### config.mk
export PLATFORM = sky130hd
export DESIGN_NAME = uart_rx
export DESIGN_NICKNAME = d
export VERILOG_FILES = /design/src/rtl/uart_rx.sv
export SDC_FILE = /design/constraint.sdc
export NUM_CORES = 1
export LEC_CHECK = 0
export CAP_MARGIN = 30
export CELL_PAD_IN_SITES_DETAIL_PLACEMENT = 0
export CELL_PAD_IN_SITES_GLOBAL_PLACEMENT = 2
export CORE_UTILIZATION = 37
export CTS_BUF_LIST = sky130_fd_sc_hd__clkbuf_16
export DETAILED_ROUTE_END_ITERATION = 7
export HOLD_SLACK_MARGIN = 0.02
export PLACE_DENSITY = 0.74
export RECOVER_POWER = 100
export SLEW_MARGIN = 5
export SYNTH_ARGS = -nofsm -noshare
export SYNTH_HDL_FRONTEND = slang
export SYNTH_SLANG_ARGS = --single-unit
### constraint.sdc
create_clock -name clk -period 2.2 [get_ports clk]
set_input_delay 0.44 -clock clk [delete_from_list [all_inputs] [get_ports clk]]
set_output_delay 0.44 -clock clk [all_outputs]
set_load 0.05 [all_outputs]
### src/rtl/uart_rx.sv
// 8N1 UART receiver with input synchronizer, mid-bit sampling FSM and a one-entry valid/ready holding register.
// Define UART_RX_MAJORITY_EN to take each start/data/stop sample as a 2-of-3 vote around the nominal point.
module uart_rx #(
  parameter int CLKS_PER_BIT = 16,
  parameter int SYNC_STAGES  = 2
) (
  input  logic       clk,
  input  logic       rst_n,
  input  logic       rx,
  output logic [7:0] rx_data,
  output logic       rx_valid,
  input  logic       rx_ready,
  output logic       frame_err,
  output logic       overrun,
  output logic       busy
);

  localparam int TW = $clog2(CLKS_PER_BIT);
  localparam logic [TW-1:0] BIT_LAST = TW'(CLKS_PER_BIT - 1);
`ifdef UART_RX_MAJORITY_EN
  // The vote needs the sample one clock after mid-bit; delaying the start
  // decision by one clock shifts every later sample by the same amount.
  localparam logic [TW-1:0] START_SAMPLE = TW'(CLKS_PER_BIT / 2);
`else
  localparam logic [TW-1:0] START_SAMPLE = TW'(CLKS_PER_BIT / 2 - 1);
`endif

  typedef enum logic [2:0] {
    IDLE,
    START,
    DATA,
    STOP,
    BREAK
  } state_e;

  state_e          state_q, state_d;
  logic [TW-1:0]   timer_q, timer_d;
  logic [2:0]      bitIdx_q, bitIdx_d;
  logic [7:0]      shift_q, shift_d;
  logic [7:0]      rxData_q, rxData_d;
  logic            rxValid_q, rxValid_d;
  logic            frameErr_q, frameErr_d;
  logic            overrun_q, overrun_d;
  logic [SYNC_STAGES-1:0] sync_q;
  logic            rx_s;
  logic            sampleBit;

  // Synchronizer presets to the idle level so reset never looks like a start bit.
  always_ff @(posedge clk or negedge rst_n) begin
    if (!rst_n) begin
      sync_q <= '1;
    end else begin
      sync_q <= {sync_q[SYNC_STAGES-2:0], rx};
    end
  end

  assign rx_s = sync_q[SYNC_STAGES-1];

`ifdef UART_RX_MAJORITY_EN
  logic [1:0] hist_q;

  always_ff @(posedge clk or negedge rst_n) begin
    if (!rst_n) begin
      hist_q <= '1;
    end else begin
      hist_q <= {hist_q[0], rx_s};
    end
  end

  assign sampleBit = (rx_s & hist_q[0]) | (rx_s & hist_q[1]) | (hist_q[0] & hist_q[1]);
`else
  assign sampleBit = rx_s;
`endif

  always_ff @(posedge clk or negedge rst_n) begin
    if (!rst_n) begin
      state_q    <= IDLE;
      timer_q    <= '0;
      bitIdx_q   <= '0;
      shift_q    <= '0;
      rxData_q   <= '0;
      rxValid_q  <= 1'b0;
      frameErr_q <= 1'b0;
      overrun_q  <= 1'b0;
    end else begin
      state_q    <= state_d;
      timer_q    <= timer_d;
      bitIdx_q   <= bitIdx_d;
      shift_q    <= shift_d;
      rxData_q   <= rxData_d;
      rxValid_q  <= rxValid_d;
      frameErr_q <= frameErr_d;
      overrun_q  <= overrun_d;
    end
  end

  always_comb begin
    state_d    = state_q;
    timer_d    = (timer_q == BIT_LAST) ? '0 : timer_q + 1'b1;
    bitIdx_d   = bitIdx_q;
    shift_d    = shift_q;
    rxData_d   = rxData_q;
    rxValid_d  = rxValid_q & ~rx_ready;
    frameErr_d = 1'b0;
    overrun_d  = 1'b0;

    case (state_q)
      IDLE: begin
        timer_d = '0;
        if (!rx_s) begin
          state_d = START;
        end
      end
      START: begin
        if (timer_q == START_SAMPLE) begin
          timer_d  = '0;
          bitIdx_d = '0;
          state_d  = sampleBit ? IDLE : DATA;
        end
      end
      DATA: begin
        if (timer_q == BIT_LAST) begin
          shift_d[bitIdx_q] = sampleBit;
          bitIdx_d          = bitIdx_q + 3'd1;
          if (bitIdx_q == 3'd7) begin
            state_d = STOP;
          end
        end
      end
      STOP: begin
        if (timer_q == BIT_LAST) begin
          if (sampleBit) begin
            state_d = IDLE;
            // A byte only replaces the held one if the old one leaves this clock.
            if (!rxValid_q || rx_ready) begin
              rxData_d  = shift_q;
              rxValid_d = 1'b1;
            end else begin
              overrun_d = 1'b1;
            end
          end else begin
            frameErr_d = 1'b1;
            state_d    = BREAK;
          end
        end
      end
      BREAK: begin
        timer_d = '0;
        if (rx_s) begin
          state_d = IDLE;
        end
      end
      default: begin
        timer_d = '0;
        state_d = IDLE;
      end
    endcase
  end

  assign rx_data   = rxData_q;
  assign rx_valid  = rxValid_q;
  assign frame_err = frameErr_q;
  assign overrun   = overrun_q;
  assign busy      = (state_q != IDLE);

endmodule

==> qor.log, run 1 <==
INFO  outcome        status=completed
INFO  timing         final_min_period_over_clock_period=90.72%
INFO  critical_path  reg2reg_start=timer_q[0]
INFO  synth          ys_dominant_reg_cell=dfrtp_1
INFO  synth          synthesis.area_per_instance=12.04um2
INFO  global_routing largest_net_degree_at_the_start_of_global_routing=32
INFO  timing         min_period=1.996ns
INFO  global_routing global_route.usage.total=15.51%
INFO  cts            htree_levels=2
INFO  power_and_ir_drop pwr_density_cell=1005nW/um2
INFO  synth          postSynth.asyncResetShare=100.0%
INFO  synth          synth-seq-cells=31
INFO  die            initial_core_util=39.24%
INFO  cts            ctsLongestPathBuffers=2
INFO  critical_path  launching_element_of_the_worst_setup_path=state_q[1]
INFO  worst_hold_path timing.hold.worst_endpoint=sync_q[1]
INFO  global_routing number_of_global_route_vias_before_repair=996
INFO  placement      io_buffer_count=15
INFO  cts            cts.sink_count=31
INFO  die            width_of_the_die=65.01um
INFO  worst_hold_path hold_path_depth=0
INFO  timing         skew=0.001445ns
INFO  critical_path  cp.required=1.76ns
INFO  timing         report.final.setup_viol=0
INFO  cts            clk_root_buffer_cell=clkbuf_16
INFO  cts            clock_edge_transition_at_the_registers_on_the_reported_setup_and_hold_paths=0.05ns
INFO  cells_and_area multi_input_area=613.1um2
INFO  timing         rsz0062_at_grt=false
INFO  global_routing grt_remaining_overflow=0
INFO  synth          mappedNetlistArea=1469um2
INFO  synth          synth_cells=122
INFO  synth          synth-edff-count=0
INFO  critical_path  highest_net_fanout_along_the_worst_path=8
INFO  critical_path  worstPathArrival=1.56ns
INFO  die            dieArea=4226um2
INFO  routing        route.detailed.wl_per_inst=14.45um
INFO  worst_hold_path hold_path.startpoint=sync_q[0]
INFO  critical_path  end_kind=primary output
INFO  cells_and_area antenna_cells=0
INFO  placement      dp_hpwl=1876um
INFO  synth          synth-warning-count=0
INFO  cts            clock_latency_late_sink=0.27ns
INFO  timing         hold_slack=0.3586ns
INFO  routing        detailedRoute.firstPassIterationCount=6
INFO  cts            cts_post_setup_buffers_inserted=0
INFO  cells_and_area synthToLayoutAreaGrowth=21.46%
INFO  die            ioPinCount=16
INFO  worst_hold_path hold_class=flop to flop
INFO  critical_path  reg2reg_setup_slack=0.25ns
INFO  routing        route.final.wire_length=2731um
INFO  die            placeableCoreArea=3744um2
INFO  timing         count_of_pins_over_their_slew_limit=0
INFO  routing        routed-via-count=1010
INFO  critical_path  crit-reg2reg-capture=rx_data[0]
INFO  power_and_ir_drop totalPowerFinal=1793uW
INFO  cts            cts_resized=0
INFO  timing         timing.setup.tns=0ns
INFO  power_and_ir_drop peakVddDrop=656.2uV
INFO  placement      post_placement_cell_area=1672um2
INFO  critical_path  startpoint_type=flop
INFO  die            core.rowCount=22
INFO  timing         max_freq=0.5010GHz
INFO  cells_and_area final-seq-area=778.2um2
INFO  global_routing antenna_found_initial=0
INFO  die            chipHeight=65.01um
INFO  routing        drt.antenna.violating_nets=0
INFO  critical_path  crit_path_category=flop to primary output
INFO  routing        avgViaCountPerCell=5.344
INFO  synth          synth.area.top_cells=dfrtp_1 49%, mux2_2 12%, dfstp_2 3.6%, ha_1 2.6%, nand4_1 2.6%
INFO  synth          netlist.top_cell.by_area=dfrtp_1
INFO  routing        drt-initial-drc-count=53
INFO  timing         tightestPinTransition=0.7498ns
INFO  critical_path  reg2regPathDepth=5
INFO  cts            cts-hold-fix-buffers=0
INFO  routing        drc=0
INFO  flow_run       cap_violations=0
INFO  timing         maxSlewHeadroom=50.01%
INFO  power_and_ir_drop power_leakage=0.0008369uW
INFO  cells_and_area final.fill_count=361
INFO  cts            cts-buffers-inserted=5
INFO  cts            cts_tree=done
INFO  cells_and_area layout_cell_share_with_drive_strength_beyond_1=23.40%
INFO  synth          number_of_distinct_standard_cells_referenced_by_the_synthesized_netlist=40
INFO  synth          seq_area_frac_synth=52.98%
INFO  global_routing first_pass_grt_wire_length=4809um
INFO  placement      gpl.final_weighted_congestion=0.7366
INFO  cells_and_area post-route-cell-area=1784um2
INFO  timing         report.final.hold_viol_count=0
INFO  synth          synthesis.nets=129
INFO  cells_and_area design.final.nets=147
INFO  synth          netlist.area_leader.share=49.40%
## cells by family (layout without fill, tap and decap cells)
family                     after synthesis  in the layout  share of synthesized area [%]
muxes                                   16             16                          12.27
and+or+nand+nor                         36             36                          17.04
DFF                                     31             31                          52.98
buffers and inverters                   13             32                          4.173
AOI/OAI and AO/OA                       22             22                          10.39
adders and majority gates                3              3                          2.556
xor gates and xnor gates                 1              1                         0.5964
## through the flow
step	instances	setup slack, ns	utilization (%)
floorplan	122	0.4459	-
global placement	181	0.3326	44.65
detailed placement	181	0.3008	44.65
CTS	189	0.2490	48.30
global route	189	0.1150	47.66
finish	189	0.2041	47.66
## worst max-delay path, stage by stage, from the launching register on
cell      delay, ns
dfrtp_1        0.42
buf_4          0.18
or3_2          0.44
clkbuf_2       0.24
## state kept, by name, summed over array words and instances, names as in the netlist
signal     cells
overrun        1
sync_q         2
frame_err      1
timer_q        4
rx_data        8
rx_valid       1
state_q        3
bitIdx_q       3
shift_q        8
## area by class of cell
type / instances / area share (%)
inverter: 3 / 0.6311
clock buffer: 5 / 7.013
sequential: 31 / 43.62
timing repair buffer: 21 / 10.38
tap: 48 / 3.366
clock inverter: 3 / 0.6311
multi-input combinational: 78 / 34.36
## routing by layer
layer	global-route usage, %	part of all wire (%)	vias to the layer above	wire [um]
li1	-	-	494	-
met1	21.16	48	487	1323
met2	22.14	46	22	1247
met3	4.401	3.7	7	100
met4	8.152	2.2	0	60
met5	0	0	-	0
## power breakdown
| group | total, uW | leakage (uW) | switching, uW | internal (uW) |
|---|---|---|---|---|
| combinational | 447 | 0.000350 | 273 | 173 |
| clock | 614 | 0.0000776 | 210 | 404 |
| sequential | 732 | 0.000409 | 87.6 | 645 |
| total | 1790 | 0.000837 | 571 | 1220 |
## how the worst max path moves through the flow
stage	endpoint	slack, ns
2_1_floorplan	rx_data[0]	0.45
3_3_place_gp	rx_data[2]	0.33
3_5_place_dp	rx_data[5]	0.30
4_1_cts	busy	0.25
5_1_grt	rx_data[5]	0.12
6_report	busy	0.20
## placed cells by master, fill, tap and decap left out, types with 4 or more instances in the layout
cell type      count
nand4_1            6
dlygate4sd3_1     13
nor2_1             6
dfrtp_1           29
inv_1              6
clkbuf_16          5
buf_4              4
o21ai_0            4
mux2_2            16
## Yosys cell counts, types with 3 or more instances
master	instances
nor2_1	6
clkbuf_1	6
o31ai_1	3
a22oi_1	3
nand2_1	3
nand4_1	6
mux2_2	16
ha_1	3
dfrtp_1	29
inv_1	3
nor3b_1	3
o21ai_0	4
(Power assumes the default switching activity.)
==> run 2, diff against run 1 <==
- SETUP_SLACK_MARGIN: not set -> 0.02
==> results of run 2 <==
No change in the layout: final DEF, timing and power equal those of run 1.
==> run 3, diff against run 2 <==
- CORE_ASPECT_RATIO: not set -> 1.75
==> qor.log, run 3 (synthesized netlist as in run 1, its figures left out) <==
INFO  outcome        status=completed
INFO  critical_path  cp.required=1.76ns [about the same]
INFO  cells_and_area end_of_flow_core_utilization=47.52% [-0.14 points]
INFO  cts            cts_post_setup_buffers_inserted=0 [unchanged]
INFO  cts            cts-buffers-inserted=5 [unchanged]
INFO  cts            clock_edge_transition_at_the_registers_on_the_reported_setup_and_hold_paths=0.05ns [about the same]
INFO  timing         max_freq=0.5147GHz [+2.7%]
INFO  global_routing antenna_found_initial=0 [unchanged]
INFO  cells_and_area layout_cell_share_with_drive_strength_beyond_1=25.00% [+1.6 points]
INFO  power_and_ir_drop netSwitchingPower=587.8uW [+3.0%]
INFO  cells_and_area design.final.nets=146 [-0.68%]
INFO  cells_and_area mostFrequentLayoutCell=dfrtp_1
INFO  routing        drt-initial-drc-count=17 [-68%]
INFO  cts            htree_levels=2 [unchanged]
INFO  critical_path  highest_net_fanout_along_the_worst_path=2 [-6]
INFO  die            core.rowCount=30 [+36%]
INFO  power_and_ir_drop pwr_density_cell=1060nW/um2 [+5.4%]
INFO  routing        routed-via-count=1008 [-0.20%]
INFO  die            dieArea=4236um2 [+0.23%]
INFO  global_routing number_of_global_route_vias_before_repair=1057 [+6.1%]
INFO  cells_and_area layout.cells.most_common_list=29 x dfrtp_1, 16 x mux2_2, 13 x dlygate4sd3_1
INFO  routing        avgViaCountPerCell=5.362 [+0.33%]
INFO  cts            ctsLongestPathBuffers=2 [unchanged]
INFO  timing         report.final.setup_viol=0 [unchanged]
INFO  flow_run       cap_violations=0 [unchanged]
INFO  timing         worst_slack=0.2572ns [+0.05313 ns]
INFO  timing         hold_slack=0.3549ns [-0.003639 ns]
INFO  timing         rsz0062_at_grt=false
INFO  routing        drt.antenna.violating_nets=0 [unchanged]
INFO  cells_and_area final.fill_count=385 [+6.6%]
INFO  timing         report.final.hold_viol_count=0 [unchanged]
INFO  critical_path  critical_path.cell_chain=dlygate4sd3_1
INFO  routing        route.final.wire_length=2747um [+0.59%]
INFO  timing         final_min_period_over_clock_period=88.31% [-2.4 points]
INFO  routing        route.detailed.wl_per_inst=14.61um [+1.1%]
INFO  timing         count_of_pins_over_their_slew_limit=0 [unchanged]
INFO  global_routing largest_net_degree_at_the_start_of_global_routing=32 [unchanged]
INFO  placement      io_buffer_count=15 [unchanged]
INFO  timing         maxSlewHeadroom=50.44% [+0.43 points]
INFO  cells_and_area synthToLayoutAreaGrowth=23.85%
INFO  critical_path  startpoint_type=flop
INFO  routing        detailedRoute.firstPassIterationCount=4 [-2]
INFO  power_and_ir_drop peakVddDrop=634.9uV [-3.3%]
INFO  die            initial_core_util=38.37% [-0.87 points]
INFO  cts            clock_latency_late_sink=0.27ns [about the same]
INFO  placement      detailedPlace.worstSlack=0.2914ns [-0.009399 ns]
INFO  critical_path  end_kind=primary output
INFO  cts            cts_tree=done
INFO  timing         min_period=1.943ns [-0.05313 ns]
INFO  critical_path  worstPathArrival=1.50ns [-0.06 ns]
INFO  placement      dp_hpwl=1951um [+4.0%]
INFO  cts            clk_root_buffer_cell=clkbuf_16
INFO  cells_and_area antenna_cells=0 [unchanged]
INFO  die            ioPinCount=16 [unchanged]
INFO  die            chipHeight=85.35um [+31%]
INFO  power_and_ir_drop power.sequential.fraction=38.2% [-2.6 points]
INFO  placement      gpl.final_weighted_congestion=0.6907 [-6.2%]
INFO  timing         timing.setup.tns=0ns [unchanged]
INFO  power_and_ir_drop power_leakage=0.0008464uW [+1.1%]
INFO  critical_path  worst_path_dominant_cell_family=buffers and inverters
INFO  timing         skew=0.002163ns [+0.0007184 ns]
INFO  critical_path  crit_path_category=flop to primary output
INFO  power_and_ir_drop power_frac_comb=22.6% [-2.3 points]
INFO  global_routing first_pass_grt_wire_length=4912um [+2.1%]
INFO  critical_path  worst-path-buf-inv=1 [-1]
INFO  cts            cts.sink_count=31 [unchanged]
INFO  critical_path  timing.critical_path.slowest_stage_cell=dlygate4sd3_1
INFO  worst_hold_path hold_class=flop to flop
INFO  power_and_ir_drop pwr-share-clk=39.3% [+5.0 points]
INFO  power_and_ir_drop p_int=1340uW [+9.6%]
INFO  cts            cts_resized=0 [unchanged]
INFO  cts            cts-hold-fix-buffers=0 [unchanged]
INFO  global_routing grt_remaining_overflow=0 [unchanged]
INFO  timing         tightestPinTransition=0.7434ns [-0.006478 ns]
INFO  critical_path  timing.critical_path.slowest_cell_delay=0.88ns [+0.44 ns]
INFO  global_routing global_route.usage.total=15.61% [+0.10 points]
INFO  die            placeableCoreArea=3829um2 [+2.3%]
INFO  routing        drc=0 [unchanged]
INFO  power_and_ir_drop power.switching_fraction=30.49% [-1.3 points]
INFO  die            width_of_the_die=49.63um [-24%]
-- run 3: changes by cell type in the layout (fill, tap and decap cells not counted), sizes merged --
cell	previous run	this run
bufinv	0	1
inv	6	3
buf	4	3
clkinv	0	2
-- run 3: area by class of cell --
cell class / count / area [um2] / share of cell area [%]
Clock buffer: 5 / 125.1 / 6.878
Clock inverter: 3 / 38.79 / 2.132
Inverter: 3 / 11.26 / 0.6190
Multi-Input combinational cell: 78 / 628.1 / 34.53
Sequential cell: 31 / 778.2 / 42.78
Tap cell: 48 / 60.06 / 3.301
Timing Repair Buffer: 20 / 177.7 / 9.766
-- run 3: path summary, 6_finish.rpt --
path / startpoint / end / slack, ns / depth (start not counted)
worst max-delay path: rx_data[0] / rx_data[0] / 0.26 / 1
worst min-delay path: sync_q[0] / sync_q[1] / 0.35 / 0
worst max register to register: timer_q[0] / rx_data[7] / 0.27 / 5
worst min register to register: sync_q[0] / sync_q[1] / 0.35 / 0
max in group asynchronous: rst_n / timer_q[0] / 0.96 / 2
min in group asynchronous: rst_n / overrun / 0.76 / 2
-- run 3: per-stage QoR --
step	std cells	total power, uW	area [um2]
floorplan	122	1081	1469
global route	188	2040	1819
global placement	180	1184	1664
detailed placement	180	1192	1664
CTS	188	1961	1828
finish	188	1928	1819
-- run 3: routing by layer --
metal	part of all wire (%)	global-route usage, %
met5	0	0
met2	54	26.54
met4	2.3	7.792
met3	2.5	4.301
met1	41	17.51
-- run 3: power by group through the flow --
stage	Combinational, uW	Clock, uW	Sequential (uW)
floorplan	388	0	693
global placement	441	0	743
detailed placement	445	0	746
CTS	449	776	737
global route	493	799	749
finish	435	757	736
